### src/rtl/cu_pkg.sv
`default_nettype none
// +--------------------------------------------------------------------------+
// | Package  : cu_pkg                                                        |
// | Purpose  : Shared states, opcodes, ALU/bus select codes and flag indices |
// |            for the control_unit sequencer.                               |
// | Revision : 1.0  initial release                                          |
// +--------------------------------------------------------------------------+
package cu_pkg;

  typedef enum logic [4:0] {
    S_FETCH_0, S_FETCH_1, S_FETCH_2, S_DECODE_3, S_WAIT,
    S_OPR_MAR, S_OPR_INC, S_LD_A, S_LD_B, S_DIR_MAR, S_DIR_IDLE,
    S_ST_A, S_ST_B, S_ADD, S_SUB, S_AND, S_OR,
    S_INCA, S_INCB, S_DECA, S_DECB,
    S_BR_MAR, S_BR_IDLE, S_BR_LOAD, S_BR_SKIP
  } state_t;

  localparam logic [7:0] OP_LDA_IMM = 8'h86;
  localparam logic [7:0] OP_LDA_DIR = 8'h87;
  localparam logic [7:0] OP_LDB_IMM = 8'h88;
  localparam logic [7:0] OP_LDB_DIR = 8'h89;
  localparam logic [7:0] OP_STA_DIR = 8'h96;
  localparam logic [7:0] OP_STB_DIR = 8'h97;
  localparam logic [7:0] OP_ADD_AB  = 8'h42;
  localparam logic [7:0] OP_SUB_AB  = 8'h43;
  localparam logic [7:0] OP_AND_AB  = 8'h44;
  localparam logic [7:0] OP_OR_AB   = 8'h45;
  localparam logic [7:0] OP_INCA    = 8'h46;
  localparam logic [7:0] OP_INCB    = 8'h47;
  localparam logic [7:0] OP_DECA    = 8'h48;
  localparam logic [7:0] OP_DECB    = 8'h49;
  localparam logic [7:0] OP_BRA     = 8'h20;
  localparam logic [7:0] OP_BMI     = 8'h21;
  localparam logic [7:0] OP_BPL     = 8'h22;
  localparam logic [7:0] OP_BEQ     = 8'h23;
  localparam logic [7:0] OP_BNE     = 8'h24;
  localparam logic [7:0] OP_BVS     = 8'h25;
  localparam logic [7:0] OP_BVC     = 8'h26;
  localparam logic [7:0] OP_BCS     = 8'h27;
  localparam logic [7:0] OP_BCC     = 8'h28;

  localparam logic [2:0] ALU_ADD = 3'b000;
  localparam logic [2:0] ALU_SUB = 3'b001;
  localparam logic [2:0] ALU_AND = 3'b010;
  localparam logic [2:0] ALU_OR  = 3'b011;
  localparam logic [2:0] ALU_INC = 3'b100;
  localparam logic [2:0] ALU_DEC = 3'b101;

  localparam logic [1:0] B1_PC   = 2'b00;
  localparam logic [1:0] B1_A    = 2'b01;
  localparam logic [1:0] B1_B    = 2'b10;
  localparam logic [1:0] B2_ALU  = 2'b00;
  localparam logic [1:0] B2_BUS1 = 2'b01;
  localparam logic [1:0] B2_MEM  = 2'b10;

  localparam int FLAG_N = 3;
  localparam int FLAG_Z = 2;
  localparam int FLAG_V = 1;
  localparam int FLAG_C = 0;

endpackage
`default_nettype wire

### src/rtl/control_unit_if.sv
`default_nettype none
// +--------------------------------------------------------------------------+
// | Interface: control_unit_if                                               |
// | Purpose  : Strobe/select bundle between control_unit and data_path.      |
// | Revision : 1.0  initial release                                          |
// +--------------------------------------------------------------------------+
interface control_unit_if #(
  parameter int DATA_W = 8
);
  logic [DATA_W-1:0] IR;
  logic [3:0]        CCR_Result;
  logic              IR_Load;
  logic              MAR_Load;
  logic              PC_Load;
  logic              PC_Inc;
  logic              A_Load;
  logic              B_Load;
  logic              CCR_Load;
  logic [2:0]        ALU_Sel;
  logic [1:0]        Bus1_Sel;
  logic [1:0]        Bus2_Sel;
  logic              write;

  // Sequencer side
  modport master (
    input  IR, CCR_Result,
    output IR_Load, MAR_Load, PC_Load, PC_Inc, A_Load, B_Load, CCR_Load,
           ALU_Sel, Bus1_Sel, Bus2_Sel, write
  );

  // Data path / memory side
  modport slave (
    output IR, CCR_Result,
    input  IR_Load, MAR_Load, PC_Load, PC_Inc, A_Load, B_Load, CCR_Load,
           ALU_Sel, Bus1_Sel, Bus2_Sel, write
  );
endinterface
`default_nettype wire

### src/rtl/control_unit_branch_eval.sv
`default_nettype none
// +--------------------------------------------------------------------------+
// | Module   : cu_branch_eval                                                |
// | Purpose  : Combinational branch decision from opcode and {N,Z,V,C}.      |
// | Revision : 1.0  initial release                                          |
// +--------------------------------------------------------------------------+
module cu_branch_eval
  import cu_pkg::*;
#(
  parameter int DATA_W = 8
) (
  input  logic [DATA_W-1:0] ir,
  input  logic [3:0]        ccr,
  output logic              taken
);

  // Non-branch opcodes report not-taken
  always_comb begin
    taken = 1'b0;
    case (ir)
      DATA_W'(OP_BRA): taken = 1'b1;
      DATA_W'(OP_BMI): taken =  ccr[FLAG_N];
      DATA_W'(OP_BPL): taken = ~ccr[FLAG_N];
      DATA_W'(OP_BEQ): taken =  ccr[FLAG_Z];
      DATA_W'(OP_BNE): taken = ~ccr[FLAG_Z];
      DATA_W'(OP_BVS): taken =  ccr[FLAG_V];
      DATA_W'(OP_BVC): taken = ~ccr[FLAG_V];
      DATA_W'(OP_BCS): taken =  ccr[FLAG_C];
      DATA_W'(OP_BCC): taken = ~ccr[FLAG_C];
      default:         taken = 1'b0;
    endcase
  end

endmodule
`default_nettype wire

### src/rtl/control_unit.sv
`default_nettype none
// +--------------------------------------------------------------------------+
// | Module   : control_unit                                                  |
// | Purpose  : Moore FSM sequencing fetch/decode/execute of the 8-bit        |
// |            data_path. Optional INCA/INCB/DECA/DECB via CU_INC_DEC_EN.    |
// | Revision : 1.0  initial release                                          |
// +--------------------------------------------------------------------------+
module control_unit
  import cu_pkg::*;
#(
  parameter int RD_WAIT = 1,
  parameter int DATA_W  = 8
) (
  input  logic           Clk,
  input  logic           Reset,
  control_unit_if.master bus
);

  // Last counter value of a wait run; unused when RD_WAIT==1
  localparam logic [2:0] WAIT_LAST = 3'(RD_WAIT - 2);

  state_t     state_q, state_d;
  state_t     ret_q, ret_d;
  logic [2:0] cnt_q, cnt_d;
  logic       br_taken;
  logic       read_go;
  state_t     read_tgt;

  logic       ir_load, mar_load, pc_load, pc_inc, a_load, b_load, ccr_load, wr;
  logic [2:0] alu_sel;
  logic [1:0] bus1_sel, bus2_sel;

  cu_branch_eval #(.DATA_W(DATA_W)) u_branch_eval (
    .ir    (bus.IR),
    .ccr   (bus.CCR_Result),
    .taken (br_taken)
  );

  // State, wait counter and post-wait return state
  always_ff @(posedge Clk or negedge Reset) begin
    if (!Reset) begin
      state_q <= S_FETCH_0;
      ret_q   <= S_FETCH_0;
      cnt_q   <= 3'd0;
    end else begin
      state_q <= state_d;
      ret_q   <= ret_d;
      cnt_q   <= cnt_d;
    end
  end

  // Next state; read_go marks the cycle after which memory wait states apply
  always_comb begin
    state_d  = state_q;
    ret_d    = ret_q;
    cnt_d    = cnt_q;
    read_go  = 1'b0;
    read_tgt = S_FETCH_0;
    case (state_q)
      S_FETCH_0:  state_d = S_FETCH_1;
      S_FETCH_1:  begin read_go = 1'b1; read_tgt = S_FETCH_2; end
      S_FETCH_2:  state_d = S_DECODE_3;
      S_DECODE_3: begin
        state_d = S_FETCH_0;
        case (bus.IR)
          DATA_W'(OP_LDA_IMM), DATA_W'(OP_LDB_IMM),
          DATA_W'(OP_LDA_DIR), DATA_W'(OP_LDB_DIR),
          DATA_W'(OP_STA_DIR), DATA_W'(OP_STB_DIR): state_d = S_OPR_MAR;
          DATA_W'(OP_ADD_AB): state_d = S_ADD;
          DATA_W'(OP_SUB_AB): state_d = S_SUB;
          DATA_W'(OP_AND_AB): state_d = S_AND;
          DATA_W'(OP_OR_AB):  state_d = S_OR;
          DATA_W'(OP_BRA), DATA_W'(OP_BMI), DATA_W'(OP_BPL),
          DATA_W'(OP_BEQ), DATA_W'(OP_BNE), DATA_W'(OP_BVS),
          DATA_W'(OP_BVC), DATA_W'(OP_BCS), DATA_W'(OP_BCC):
            state_d = br_taken ? S_BR_MAR : S_BR_SKIP;
`ifdef CU_INC_DEC_EN
          DATA_W'(OP_INCA): state_d = S_INCA;
          DATA_W'(OP_INCB): state_d = S_INCB;
          DATA_W'(OP_DECA): state_d = S_DECA;
          DATA_W'(OP_DECB): state_d = S_DECB;
`endif
          default: state_d = S_FETCH_0;
        endcase
      end
      S_WAIT: begin
        if (cnt_q == WAIT_LAST) begin
          state_d = ret_q;
          cnt_d   = 3'd0;
        end else begin
          cnt_d   = cnt_q + 3'd1;
        end
      end
      S_OPR_MAR: state_d = S_OPR_INC;
      S_OPR_INC: begin
        read_go = 1'b1;
        if (bus.IR == DATA_W'(OP_LDA_IMM))      read_tgt = S_LD_A;
        else if (bus.IR == DATA_W'(OP_LDB_IMM)) read_tgt = S_LD_B;
        else                                    read_tgt = S_DIR_MAR;
      end
      S_DIR_MAR: begin
        if (bus.IR == DATA_W'(OP_STA_DIR))      state_d = S_ST_A;
        else if (bus.IR == DATA_W'(OP_STB_DIR)) state_d = S_ST_B;
        else                                    state_d = S_DIR_IDLE;
      end
      S_DIR_IDLE: begin
        read_go  = 1'b1;
        read_tgt = (bus.IR == DATA_W'(OP_LDB_DIR)) ? S_LD_B : S_LD_A;
      end
      S_BR_MAR:  state_d = S_BR_IDLE;
      S_BR_IDLE: begin read_go = 1'b1; read_tgt = S_BR_LOAD; end
      default:   state_d = S_FETCH_0;
    endcase
    if (read_go) begin
      if (RD_WAIT > 1) begin
        state_d = S_WAIT;
        ret_d   = read_tgt;
      end else begin
        state_d = read_tgt;
      end
    end
  end

  // Moore output decode; everything not listed stays 0
  always_comb begin
    ir_load  = 1'b0;
    mar_load = 1'b0;
    pc_load  = 1'b0;
    pc_inc   = 1'b0;
    a_load   = 1'b0;
    b_load   = 1'b0;
    ccr_load = 1'b0;
    wr       = 1'b0;
    alu_sel  = ALU_ADD;
    bus1_sel = B1_PC;
    bus2_sel = B2_ALU;
    case (state_q)
      S_FETCH_0, S_OPR_MAR, S_BR_MAR: begin
        bus1_sel = B1_PC; bus2_sel = B2_BUS1; mar_load = 1'b1;
      end
      S_FETCH_1, S_OPR_INC, S_BR_SKIP: pc_inc = 1'b1;
      S_FETCH_2: begin bus2_sel = B2_MEM; ir_load  = 1'b1; end
      S_LD_A:    begin bus2_sel = B2_MEM; a_load   = 1'b1; end
      S_LD_B:    begin bus2_sel = B2_MEM; b_load   = 1'b1; end
      S_DIR_MAR: begin bus2_sel = B2_MEM; mar_load = 1'b1; end
      S_BR_LOAD: begin bus2_sel = B2_MEM; pc_load  = 1'b1; end
      S_ST_A:    begin bus1_sel = B1_A;   wr       = 1'b1; end
      S_ST_B:    begin bus1_sel = B1_B;   wr       = 1'b1; end
      S_ADD, S_SUB, S_AND, S_OR, S_INCA, S_DECA: begin
        bus1_sel = B1_A; bus2_sel = B2_ALU; a_load = 1'b1; ccr_load = 1'b1;
        case (state_q)
          S_SUB:   alu_sel = ALU_SUB;
          S_AND:   alu_sel = ALU_AND;
          S_OR:    alu_sel = ALU_OR;
          S_INCA:  alu_sel = ALU_INC;
          S_DECA:  alu_sel = ALU_DEC;
          default: alu_sel = ALU_ADD;
        endcase
      end
      S_INCB, S_DECB: begin
        bus1_sel = B1_B; bus2_sel = B2_ALU; b_load = 1'b1; ccr_load = 1'b1;
        alu_sel  = (state_q == S_INCB) ? ALU_INC : ALU_DEC;
      end
      default: ;
    endcase
  end

  // Reset low forces every output to 0 immediately, including write
  assign bus.IR_Load  = ir_load  & Reset;
  assign bus.MAR_Load = mar_load & Reset;
  assign bus.PC_Load  = pc_load  & Reset;
  assign bus.PC_Inc   = pc_inc   & Reset;
  assign bus.A_Load   = a_load   & Reset;
  assign bus.B_Load   = b_load   & Reset;
  assign bus.CCR_Load = ccr_load & Reset;
  assign bus.write    = wr       & Reset;
  assign bus.ALU_Sel  = alu_sel  & {3{Reset}};
  assign bus.Bus1_Sel = bus1_sel & {2{Reset}};
  assign bus.Bus2_Sel = bus2_sel & {2{Reset}};

endmodule
`default_nettype wire

### src/flat_wrapper.sv
// flat-port wrapper written by rule: the top's interface ports become plain ports
module control_unit_flat import cu_pkg::*;
#(
  parameter int RD_WAIT = 1,
  parameter int DATA_W  = 8
)
  (Clk, Reset, bus_IR, bus_CCR_Result, bus_IR_Load, bus_MAR_Load, bus_PC_Load, bus_PC_Inc, bus_A_Load, bus_B_Load, bus_CCR_Load, bus_ALU_Sel, bus_Bus1_Sel, bus_Bus2_Sel, bus_write);
  control_unit_if #(.DATA_W(DATA_W)) bus_i ();
  input  logic Clk;
  input  logic Reset;
  input wire logic [$bits(bus_i.IR)-1:0] bus_IR;
  input wire logic [$bits(bus_i.CCR_Result)-1:0] bus_CCR_Result;
  output wire logic [$bits(bus_i.IR_Load)-1:0] bus_IR_Load;
  output wire logic [$bits(bus_i.MAR_Load)-1:0] bus_MAR_Load;
  output wire logic [$bits(bus_i.PC_Load)-1:0] bus_PC_Load;
  output wire logic [$bits(bus_i.PC_Inc)-1:0] bus_PC_Inc;
  output wire logic [$bits(bus_i.A_Load)-1:0] bus_A_Load;
  output wire logic [$bits(bus_i.B_Load)-1:0] bus_B_Load;
  output wire logic [$bits(bus_i.CCR_Load)-1:0] bus_CCR_Load;
  output wire logic [$bits(bus_i.ALU_Sel)-1:0] bus_ALU_Sel;
  output wire logic [$bits(bus_i.Bus1_Sel)-1:0] bus_Bus1_Sel;
  output wire logic [$bits(bus_i.Bus2_Sel)-1:0] bus_Bus2_Sel;
  output wire logic [$bits(bus_i.write)-1:0] bus_write;
  assign bus_i.IR = bus_IR;
  assign bus_i.CCR_Result = bus_CCR_Result;
  assign bus_IR_Load = bus_i.IR_Load;
  assign bus_MAR_Load = bus_i.MAR_Load;
  assign bus_PC_Load = bus_i.PC_Load;
  assign bus_PC_Inc = bus_i.PC_Inc;
  assign bus_A_Load = bus_i.A_Load;
  assign bus_B_Load = bus_i.B_Load;
  assign bus_CCR_Load = bus_i.CCR_Load;
  assign bus_ALU_Sel = bus_i.ALU_Sel;
  assign bus_Bus1_Sel = bus_i.Bus1_Sel;
  assign bus_Bus2_Sel = bus_i.Bus2_Sel;
  assign bus_write = bus_i.write;
  control_unit #(.RD_WAIT(RD_WAIT), .DATA_W(DATA_W)) u_core (.Clk(Clk), .Reset(Reset), .bus(bus_i));
endmodule
### config.mk
export PLATFORM = sky130hd
export DESIGN_NAME = control_unit_flat
export DESIGN_NICKNAME = d
export VERILOG_FILES = /design/src/rtl/cu_pkg.sv /design/src/rtl/control_unit_if.sv /design/src/rtl/control_unit_branch_eval.sv /design/src/rtl/control_unit.sv /design/src/flat_wrapper.sv
export SDC_FILE = /design/constraint.sdc
export NUM_CORES = 1
export LEC_CHECK = 0
export CAP_MARGIN = 25
export CORE_UTILIZATION = 46
export CTS_BUF_LIST = sky130_fd_sc_hd__clkbuf_2
export CTS_CLUSTER_DIAMETER = 60
export DETAILED_ROUTE_END_ITERATION = 10
export PLACE_DENSITY = 0.79
export SLEW_MARGIN = 5
export SYNTH_ARGS = -nofsm -noshare
export SYNTH_HDL_FRONTEND = slang
export SYNTH_SLANG_ARGS = --single-unit
### constraint.sdc
create_clock -name Clk -period 1.7 [get_ports Clk]
set_input_delay 0.255 -clock Clk [delete_from_list [all_inputs] [get_ports Clk]]
set_output_delay 0.255 -clock Clk [all_outputs]
set_load 0.02 [all_outputs]
==> flow_summary.yaml, run 1 <==
worst_setup_path:
  cp_max_fo: 5
  timing.rr.end: "u_core.state_q[0]$_DFFE_PN0P_"
  worstPathRequired_ns: 1.44
  crit_top_cell: "buf_4"
  cpPeakStageDelay_ns: 0.44
  cp-end-kind: "output pin"
  r2r_setup_slack_ns: -0.37
  reg2reg_from: "u_core.state_q[0]$_DFFE_PN0P_"
  cp-startpoint: "u_core.state_q[1]$_DFFE_PN0P_"
  worstSetupPathType: "reg -> out"
  cpMaxStageDelayCell: "dfrtp_1"
  path_cells: "and2_4 > buf_4 > nor2b_1 > o21ai_0 > a21oi_1 > buf_4"
  cp-endpoint: "bus_ALU_Sel[0]"
  cp.arrival_ns: 1.89
  start_kind: "register"
  r2r_cells: 8
sta:
  whs_ns: 0.365
  fin_skew_ns: 0.00919
  post-route-period-util_pct: 126
  rsz0062_at_grt: "true"
  worst_pin_slew_ns: 0.362
  setup_tns_ns: -4.43
  fmax_mhz: 467
  hold_viol: 0
  timing.final.crit_period_ns: 2.14
  setup_violations: 21
  fin_ws_ns: -0.442
  finalMaxSlewViolations: 0
  slew_headroom_pct: 75.7
global_routing:
  antenna_found_initial: 0
  grt_pass1_wl_mm: 7.12
  grt_use_total_pct: 35.4
  grt-ovfl-total: 0
  grt_max_degree: 16
  grt_pass1_vias: 1633
route:
  ant_nets: 0
  routed_wl_mm: 6.98
  drc: 0
  routedWlPerCell_um: 25.2
  vias: 2042
  dr.pass1.iters: 10
  drt_iter0_markers: 230
  vias_per_cell: 7.37
cts:
  h-tree-depth: 1
  numCtsBuffers: 3
  cts_buffer_depth: 2
  hold_buffers: 0
  cts.sinks: 8
  clock_latency_ns: 0.27
  clkTransAtPathRegs_ns: 0.09
  root_buffer: "clkbuf_2"
  cts_tree: "done"
power_and_ir_drop:
  power.total_w: 0.00232
  peakVddDrop_mv: 1.30
  cellLeakagePower_nw: 0.942
  power_density_nw_per_um2: 1060
yosys:
  yosysTopAreaCell: "dfrtp_1"
  yosysWarnings: 0
  syn_inst: 165
  synth_nets: 181
  netlist.area_leader.share_pct: 17.5
  synth-edff-count: 0
  synth_ff_type: "dfrtp_1"
  synth_common_cells: "nor2_1, a21oi_1, nand2_1"
  synth_most_common_cell: "nor2_1"
  synth-seq-cells: 8
  synthesis.area_um2: 1140
  synth_cell_type_count: 48
  synth_area_leaders: "dfrtp_1, a21oi_1, nor2_1"
  avgSynthCellArea_um2: 6.92
  synthArstFlopShare_pct: 100
  yosysSeqAreaShare_pct: 17.5
cells_and_area:
  nets: 267
  n_antenna_cell: 0
  fillers: 51
  final_cells: 277
  drive_gt1_share_pct: 57.0
  area_delta_synth_final_pct: 91.6
status:
  violations: "setup timing"
  outcome: "complete, but fails checks"
placed_design:
  dp_cells: 266
  gp_congestion: 0.956
  place_ws_ns: -0.497
  io_buffers: 28
  dp_hpwl_mm: 3.24
die:
  core-area_um2: 2280
  die_y_um: 51.8
  ioPinCount: 29
  die_w_um: 51.8
  die-area_um2: 2690
  start_util_pct: 50.2
  rows: 17
min_path:
  hp-class: "in -> async"
job:
  maxCapViolations: 0
-- final cells by class --
cell class | count | area [um^2] | share of cell area [%]
Timing Repair Buffer | 90 | 756 | 34.5
Sequential cell | 8 | 200 | 9.15
Clock buffer | 3 | 15.0 | 0.686
Multi-Input combinational cell | 144 | 1170 | 53.3
Inverter | 4 | 15.0 | 0.686
Tap cell | 28 | 35.0 | 1.60
-- worst max-delay path, delay by kind of cell (launching register included) --
kind	cells	cell delay, ns
and+or+nand+nor	2	0.40
buffers and inverters	2	0.33
AOI/OAI and AO/OA	2	0.43
DFF	1	0.44
-- registers in the layout, indices dropped and copies added (netlist names) --
name,flops
u_core.state_q,5
u_core.cnt_q,3
-- timing repair --
action                                  4_1_cts  5_1_grt
endpoints found under the hold margin         0        0
cloned                                        0        0
resized for setup                           120       53
pin swaps                                     9       10
endpoints found under the setup margin       20       20
buffers inserted                              3        5
-- worst min path at each step --
stage,start,cells after the start,to
finish,Reset,2,u_core.state_q[2]$_DFFE_PN0P_
global placement,u_core.cnt_q[1]$_DFFE_PN0N_,1,u_core.cnt_q[1]$_DFFE_PN0N_
detailed placement,u_core.cnt_q[2]$_DFFE_PN0N_,1,u_core.cnt_q[2]$_DFFE_PN0N_
global route,Reset,2,u_core.state_q[0]$_DFFE_PN0P_
CTS,Reset,2,u_core.state_q[2]$_DFFE_PN0P_
floorplan,Reset,0,u_core.cnt_q[0]$_DFFE_PN0N_
-- per-layer routing --
layer / track usage [%] / wire length [um]
met1: 41.7 / 2210
met5: 0 / 0
met4: 10.4 / 807
met2: 65.2 / 3000
met3: 4.97 / 961
-- power breakdown --
group          internal (W)  switching, W  total, W  leakage, nW
combinational      0.000861       0.00103   0.00190        0.824
clock             0.0000479     0.0000785  0.000126       0.0125
sequential         0.000243     0.0000589  0.000302        0.106
-- cell families after synthesis --
logic type / after synthesis / synth area share, %
buffers and inverters: 13 / 6.57
AOI/OAI and AO/OA: 51 / 28.0
adders and majority gates: 2 / 2.19
and+or+nand+nor: 87 / 42.0
muxes: 3 / 2.96
DFF: 8 / 17.5
xor gates and xnor gates: 1 / 0.767
-- per-stage QoR --
| step | area (um^2) | utilization [%] |
|---|---|---|
| 6_report | 2190 | 96.2 |
| 5_1_grt | 2190 | 96.2 |
| 4_1_cts | 1970 | 86.6 |
| 3_5_place_dp | 1850 | 81.3 |
| 3_3_place_gp | 1850 | 81.3 |
| 2_1_floorplan | 1200 | - |
-- cells in the final DEF, fill, tap and decap left out, types with 3 or more instances in the layout --
master           count
clkbuf_2             5
nor3_1               3
a21oi_2              7
mux2_2               3
nand2b_1             6
nor2_2               4
clkdlybuf4s50_1      4
nor2b_4              4
nand3_1              4
o21ai_1              4
nor4_2               4
nand2_1             14
dfrtp_1              8
inv_1                3
a21oi_1             10
nor2_4               9
nor2_1               8
o21ai_0              4
buf_4               60
nor2b_1              7
dlygate4sd2_1        4
o21ai_2              3
buf_6               16
nand4_1              3
(Power assumes the default switching activity.)
==> run 2: changes to the inputs <==
- CORE_UTILIZATION: 46 -> 51
- CTS_CLUSTER_DIAMETER: 60 -> 150
- PLACE_DENSITY: 0.79 -> 0.83
- clock period: 1.7 -> 2.1 ns (I/O delays scaled with it)
==> run 2 against run 1 <==
  * Non-clock buffer count shrank 20
  * The run now ends clean
  * Worst setup slack improved by 0.46 ns
  * Highest routed layer unchanged
  * Cell area fell by 22%
  * Sequential share of layout area is 2.6 points higher
  * Largest power group unchanged
  * Combinational power decreased by 53%
==> flow_summary.yaml, run 2 (synthesis results as in run 1) <==
cts:
  cts_tree: "done"
  numCtsBuffers: 3
  h-tree-depth: 1
  root_buffer: "clkbuf_2"
  cts_buffer_depth: 2
  clkTransAtPathRegs_ns: 0.08
  cts.sinks: 8
  post-cts-setup-buffers: 0
  clock_latency_ns: 0.24
worst_setup_path:
  cp.arrival_ns: 2.24
  worstSetupPathType: "in -> reg"
  cpMaxStageDelayCell: "clkdlybuf4s50_1"
  worstPathRequired_ns: 2.26
  path_cells: "clkdlybuf4s50_1 > buf_4 > nor4_2 > a41oi_1 > nand2_1 > o21ai_0 > a221o_1 > a21oi_1"
  cp-end-kind: "register"
  start_kind: "input port"
  cp_max_fo: 6
  cpPeakStageDelay_ns: 0.50
power_and_ir_drop:
  switchingPower_w: 0.000563
  power_density_nw_per_um2: 705
  peakVddDrop_mv: 0.744
  internal_power_w: 0.000639
  power.total_w: 0.00120
  switching_share_pct: 46.9
  pwr-share-comb_pct: 73.8
  cellLeakagePower_nw: 0.782
  seqPwrFrac_pct: 18.6
  clock_power_share_pct: 7.7
cells_and_area:
  drive_gt1_share_pct: 28.8
  fin_area_um2: 1710
  regMostFlops: "u_core.state_q"
  n_antenna_cell: 0
  final_common_cell: "buf_4"
  fillers: 137
  layout_common_cells: "buf_4, nor2_1, a21oi_1"
  final_cells: 256
  top_regs: "u_core.state_q (5), u_core.cnt_q (3)"
  largest_reg_flops: 5
  area_delta_synth_final_pct: 49.3
  nets: 247
route:
  dr.pass1.iters: 5
  vias: 1594
  vias_per_cell: 6.23
  drc: 0
  drt_iter0_markers: 90
  routedWlPerCell_um: 15.3
  routed_wl_mm: 3.92
  ant_nets: 0
global_routing:
  grt_max_degree: 16
  antenna_found_initial: 0
  grt-ovfl-total: 0
  grt_pass1_wl_mm: 6.13
  grt_pass1_vias: 1436
  grt_use_total_pct: 32.7
sta:
  slew_headroom_pct: 78.7
  worst_pin_slew_ns: 0.319
  finalMaxSlewViolations: 0
  fin_skew_ns: 0.00763
  setup_violations: 0
  fmax_mhz: 481
  post-route-period-util_pct: 98.9
  timing.final.crit_period_ns: 2.08
  hold_viol: 0
die:
  die_y_um: 49.3
  rows: 16
  ioPinCount: 29
  core-area_um2: 2040
  start_util_pct: 55.9
  die_w_um: 49.3
  die-area_um2: 2430
job:
  maxCapViolations: 0
min_path:
  hp-class: "in -> async"
placed_design:
  dp_hpwl_mm: 3.07
  io_buffers: 28
  dp_cells: 253
  gp_congestion: 0.962
  placed_cell_area_um2: 1710
status:
  outcome: "complete, no violations"
run 2: cell types whose count changed in the layout (fill, tap and decap cells not counted), moves of 5 or more:
cell | before | now
a21oi_2 | 7 | 1
nor2_4 | 9 | 1
nor2_1 | 8 | 20
clkdlybuf4s50_1 | 4 | 13
nor2b_1 | 7 | 12
buf_4 | 60 | 42
buf_6 | 16 | 0
a21oi_1 | 10 | 18
run 2: layer usage:
metal | part of all wire [%] | routed length (um) | track usage (%) | up-vias
met1 | 42 | 1650 | 41.0 | 744
met5 | 0 | 0 | 0 | -
met4 | 2.3 | 89 | 14.7 | 0
met2 | 49 | 1910 | 54.8 | 95
met3 | 7.1 | 277 | 4.98 | 15
li1 | - | - | - | 740
run 2: final timing paths:
check | slack (ns) | depth (start not counted) | end | startpoint
max | 0.02 | 8 | u_core.state_q[0]$_DFFE_PN0P_ | bus_IR[2]
min | 0.40 | 2 | u_core.cnt_q[2]$_DFFE_PN0N_ | Reset
max reg2reg | 0.25 | 8 | u_core.state_q[0]$_DFFE_PN0P_ | u_core.state_q[2]$_DFFE_PN0P_
min reg2reg | 0.52 | 1 | u_core.cnt_q[1]$_DFFE_PN0N_ | u_core.cnt_q[1]$_DFFE_PN0N_
max in group asynchronous | 1.54 | 2 | u_core.state_q[3]$_DFFE_PN0P_ | Reset
min in group Clk | 0.52 | 1 | u_core.cnt_q[1]$_DFFE_PN0N_ | u_core.cnt_q[1]$_DFFE_PN0N_
run 2: what timing repair did:
action	in CTS	in global routing
endpoints found under the setup margin	15	13
pin swaps	0	1
resized for setup	19	21
hold buffers	0	0
run 2: critical path: cells and delay by family:
family	cells	cell delay, ns
AOI/OAI and AO/OA	4	0.78
buffers and inverters	2	0.70
and+or+nand+nor	2	0.44
run 2: area by class of cell:
class	count	area [um^2]	share of cell area, %
Tap cell	27	33.8	1.98
Multi-Input combinational cell	144	890	52.2
Clock buffer	3	15.0	0.880
Timing Repair Buffer	70	552	32.4
Sequential cell	8	200	11.7
Inverter	4	15.0	0.880
run 2: metrics by stage:
stage / setup TNS, ns / utilization [%] / worst slack [ns] / hold WS, ns
after floorplan: 0 / - / 0.0381 / 0.0194
after global placement: -0.531 / 83.8 / -0.100 / 0.491
after detailed placement: -1.20 / 83.8 / -0.187 / 0.503
after CTS: 0 / 83.9 / 0.00675 / 0.404
after global routing: -0.0608 / 83.5 / -0.0512 / 0.414
final: 0 / 83.5 / 0.0230 / 0.402
run 2: power groups by stage:
stage          Combinational [W]  Sequential [W]  Clock (W)
6_report                0.000887        0.000223  0.0000920
5_1_grt                 0.000964        0.000227   0.000101
4_1_cts                 0.000859        0.000222  0.0000940
3_5_place_dp            0.000879        0.000225          0
3_3_place_gp            0.000840        0.000222          0
2_1_floorplan           0.000496        0.000222          0
==> run 3: changes to the inputs <==
- CAP_MARGIN: 25 -> 5
- SETUP_SLACK_MARGIN: default -> 0.05
==> run 3 against run 2 <==
  * Via count fell by 1.3%
  * Combinational power rose by 5.1%
  * Critical path depth fell by 3
  * Critical endpoint is now bus_Bus1_Sel[0]
  * Sequential share of layout area fell by 0.27 points
  * Sequential power rose by 4%
  * Sequential cell count did not move
  * Global-route usage rose by 1.5 points
  * Register-to-register slack got worse by 0.04 ns
  * Die area did not move
  * Maximum frequency rose by 3.6%
==> flow_summary.yaml, run 3 (synthesis results as in run 1) <==
die:
  die_w_um: 49.3
  die_y_um: 49.3
  die-area_um2: 2430
  ioPinCount: 29
  rows: 16
  start_util_pct: 55.9
  core-area_um2: 2040
cells_and_area:
  final_common_cell: "buf_4"
  nets: 246
  n_antenna_cell: 0
  largest_reg_flops: 5
  drive_gt1_share_pct: 34.6
  fin_area_um2: 1750
  layout_common_cells: "buf_4, nor2_1, a21oi_1"
  area_delta_synth_final_pct: 52.8
  regMostFlops: "u_core.state_q"
  top_regs: "u_core.state_q (5), u_core.cnt_q (3)"
  final_util_pct: 85.5
power_and_ir_drop:
  peakVddDrop_mv: 0.919
  power_density_nw_per_um2: 717
  cellLeakagePower_nw: 0.802
route:
  drc: 0
  vias: 1574
  ant_nets: 0
  drt_iter0_markers: 55
  routed_wl_mm: 4.12
  vias_per_cell: 6.17
  dr.pass1.iters: 4
  routedWlPerCell_um: 16.1
sta:
  fin_skew_ns: 0.0160
  rsz0062_at_grt: "true"
  setup_violations: 0
  post-route-period-util_pct: 95.5
  hold_viol: 0
  slew_headroom_pct: 75.8
  worst_pin_slew_ns: 0.363
  fmax_mhz: 499
  finalMaxSlewViolations: 0
  timing.final.crit_period_ns: 2.01
global_routing:
  grt-ovfl-total: 0
  antenna_found_initial: 0
  grt_max_degree: 16
  grt_use_total_pct: 34.2
  grt_pass1_wl_mm: 6.50
  grt_pass1_vias: 1507
worst_setup_path:
  cp_max_fo: 4
  reg2reg_from: "u_core.state_q[2]$_DFFE_PN0P_"
  cp-endpoint: "bus_Bus1_Sel[0]"
  cp-end-kind: "output pin"
  start_kind: "register"
  cp-startpoint: "u_core.state_q[1]$_DFFE_PN0P_"
  r2r_setup_slack_ns: 0.21
  r2r_cells: 8
  timing.rr.end: "u_core.state_q[0]$_DFFE_PN0P_"
  worstSetupPathType: "reg -> out"
  worstPathRequired_ns: 1.78
  cpPeakStageDelay_ns: 0.42
  cpMaxStageDelayCell: "dfrtp_1"
  cp.arrival_ns: 1.69
  path_cells: "or2_2 > and2_2 > o21ai_1 > a21oi_1 > clkdlybuf4s15_2"
cts:
  root_buffer: "clkbuf_2"
  h-tree-depth: 1
  clock_latency_ns: 0.24
  cts.sinks: 8
  cts_tree: "done"
  cts_buffer_depth: 2
  numCtsBuffers: 3
  clkTransAtPathRegs_ns: 0.08
placed_design:
  io_buffers: 28
  placed_cell_area_um2: 1700
  dp_hpwl_mm: 3.02
  gp_congestion: 0.901
min_path:
  hp-class: "in -> async"
job:
  maxCapViolations: 0
status:
  outcome: "complete, no violations"
run 3: changes by cell type in the layout (fill, tap and decap cells not counted), moves of 2 or more:
cell             delta
nor2_2              +2
dlymetal6s2s_1      +4
nor2b_2             +2
nor2_1              -2
nor2b_1             -2
dlygate4sd2_1       -5
clkdlybuf4s50_1     -4
run 3: final cells by class:
cell class	instances	area (um^2)
Multi-Input combinational cell	144	928
Clock buffer	3	15.0
Tap cell	27	33.8
Fill cell	125	297
Sequential cell	8	200
Inverter	4	15.0
Timing Repair Buffer	69	553
run 3: critical path: cells and delay by family, from the launching register on:
family / cells / cell delay [ns]
flops: 1 / 0.42
compound gates: 2 / 0.22
buf+inv: 1 / 0.25
simple gates: 2 / 0.59
run 3: how the worst min path moves through the flow:
stage                                     start                       endpoint  slack (ns)  cells past startpoint
CTS                                       Reset  u_core.state_q[0]$_DFFE_PN0P_        0.40                      2
floorplan                                 Reset    u_core.cnt_q[0]$_DFFE_PN0N_        0.02                      0
finish                                    Reset  u_core.state_q[0]$_DFFE_PN0P_        0.41                      2
global placement    u_core.cnt_q[2]$_DFFE_PN0N_    u_core.cnt_q[2]$_DFFE_PN0N_        0.49                      1
detailed placement  u_core.cnt_q[2]$_DFFE_PN0N_    u_core.cnt_q[2]$_DFFE_PN0N_        0.51                      1
global route                              Reset  u_core.state_q[3]$_DFFE_PN0P_        0.40                      2
run 3: timing repair:
| item | in CTS | in global routing |
|---|---|---|
| resized for setup | 31 | 41 |
| pin swaps | 1 | 6 |
| hold buffers | 0 | 0 |
| endpoints found under the setup margin | 18 | 16 |
| buffers inserted | 0 | 1 |
run 3: metrics by stage:
step | instances | setup TNS, ns | hold slack [ns] | setup slack, ns | power [W]
final | 255 | 0 | 0.406 | 0.0947 | 0.00125
after global routing | 255 | -0.0780 | 0.400 | -0.0780 | 0.00135
after CTS | 254 | 0 | 0.397 | 0.0515 | 0.00118
after detailed placement | 251 | -1.61 | 0.507 | -0.268 | 0.00111
after global placement | 251 | -0.611 | 0.491 | -0.122 | 0.00107
after floorplan | 165 | 0 | 0.0194 | 0.119 | 0.000721
run 3: layer usage:
metal	global-route usage, %	share of wire, %	up-vias
met5	0	0	-
met4	12.3	2.7	0
met3	4.67	5.9	18
met2	60.3	48	82
met1	41.8	43	740
li1	-	-	734
run 3: power breakdown:
part | total [W] | switching, W | internal, W
sequential | 0.000233 | 0.0000357 | 0.000197
combinational | 0.000932 | 0.000502 | 0.000430
clock | 0.0000871 | 0.0000483 | 0.0000388
total | 0.00125 | 0.000586 | 0.000666
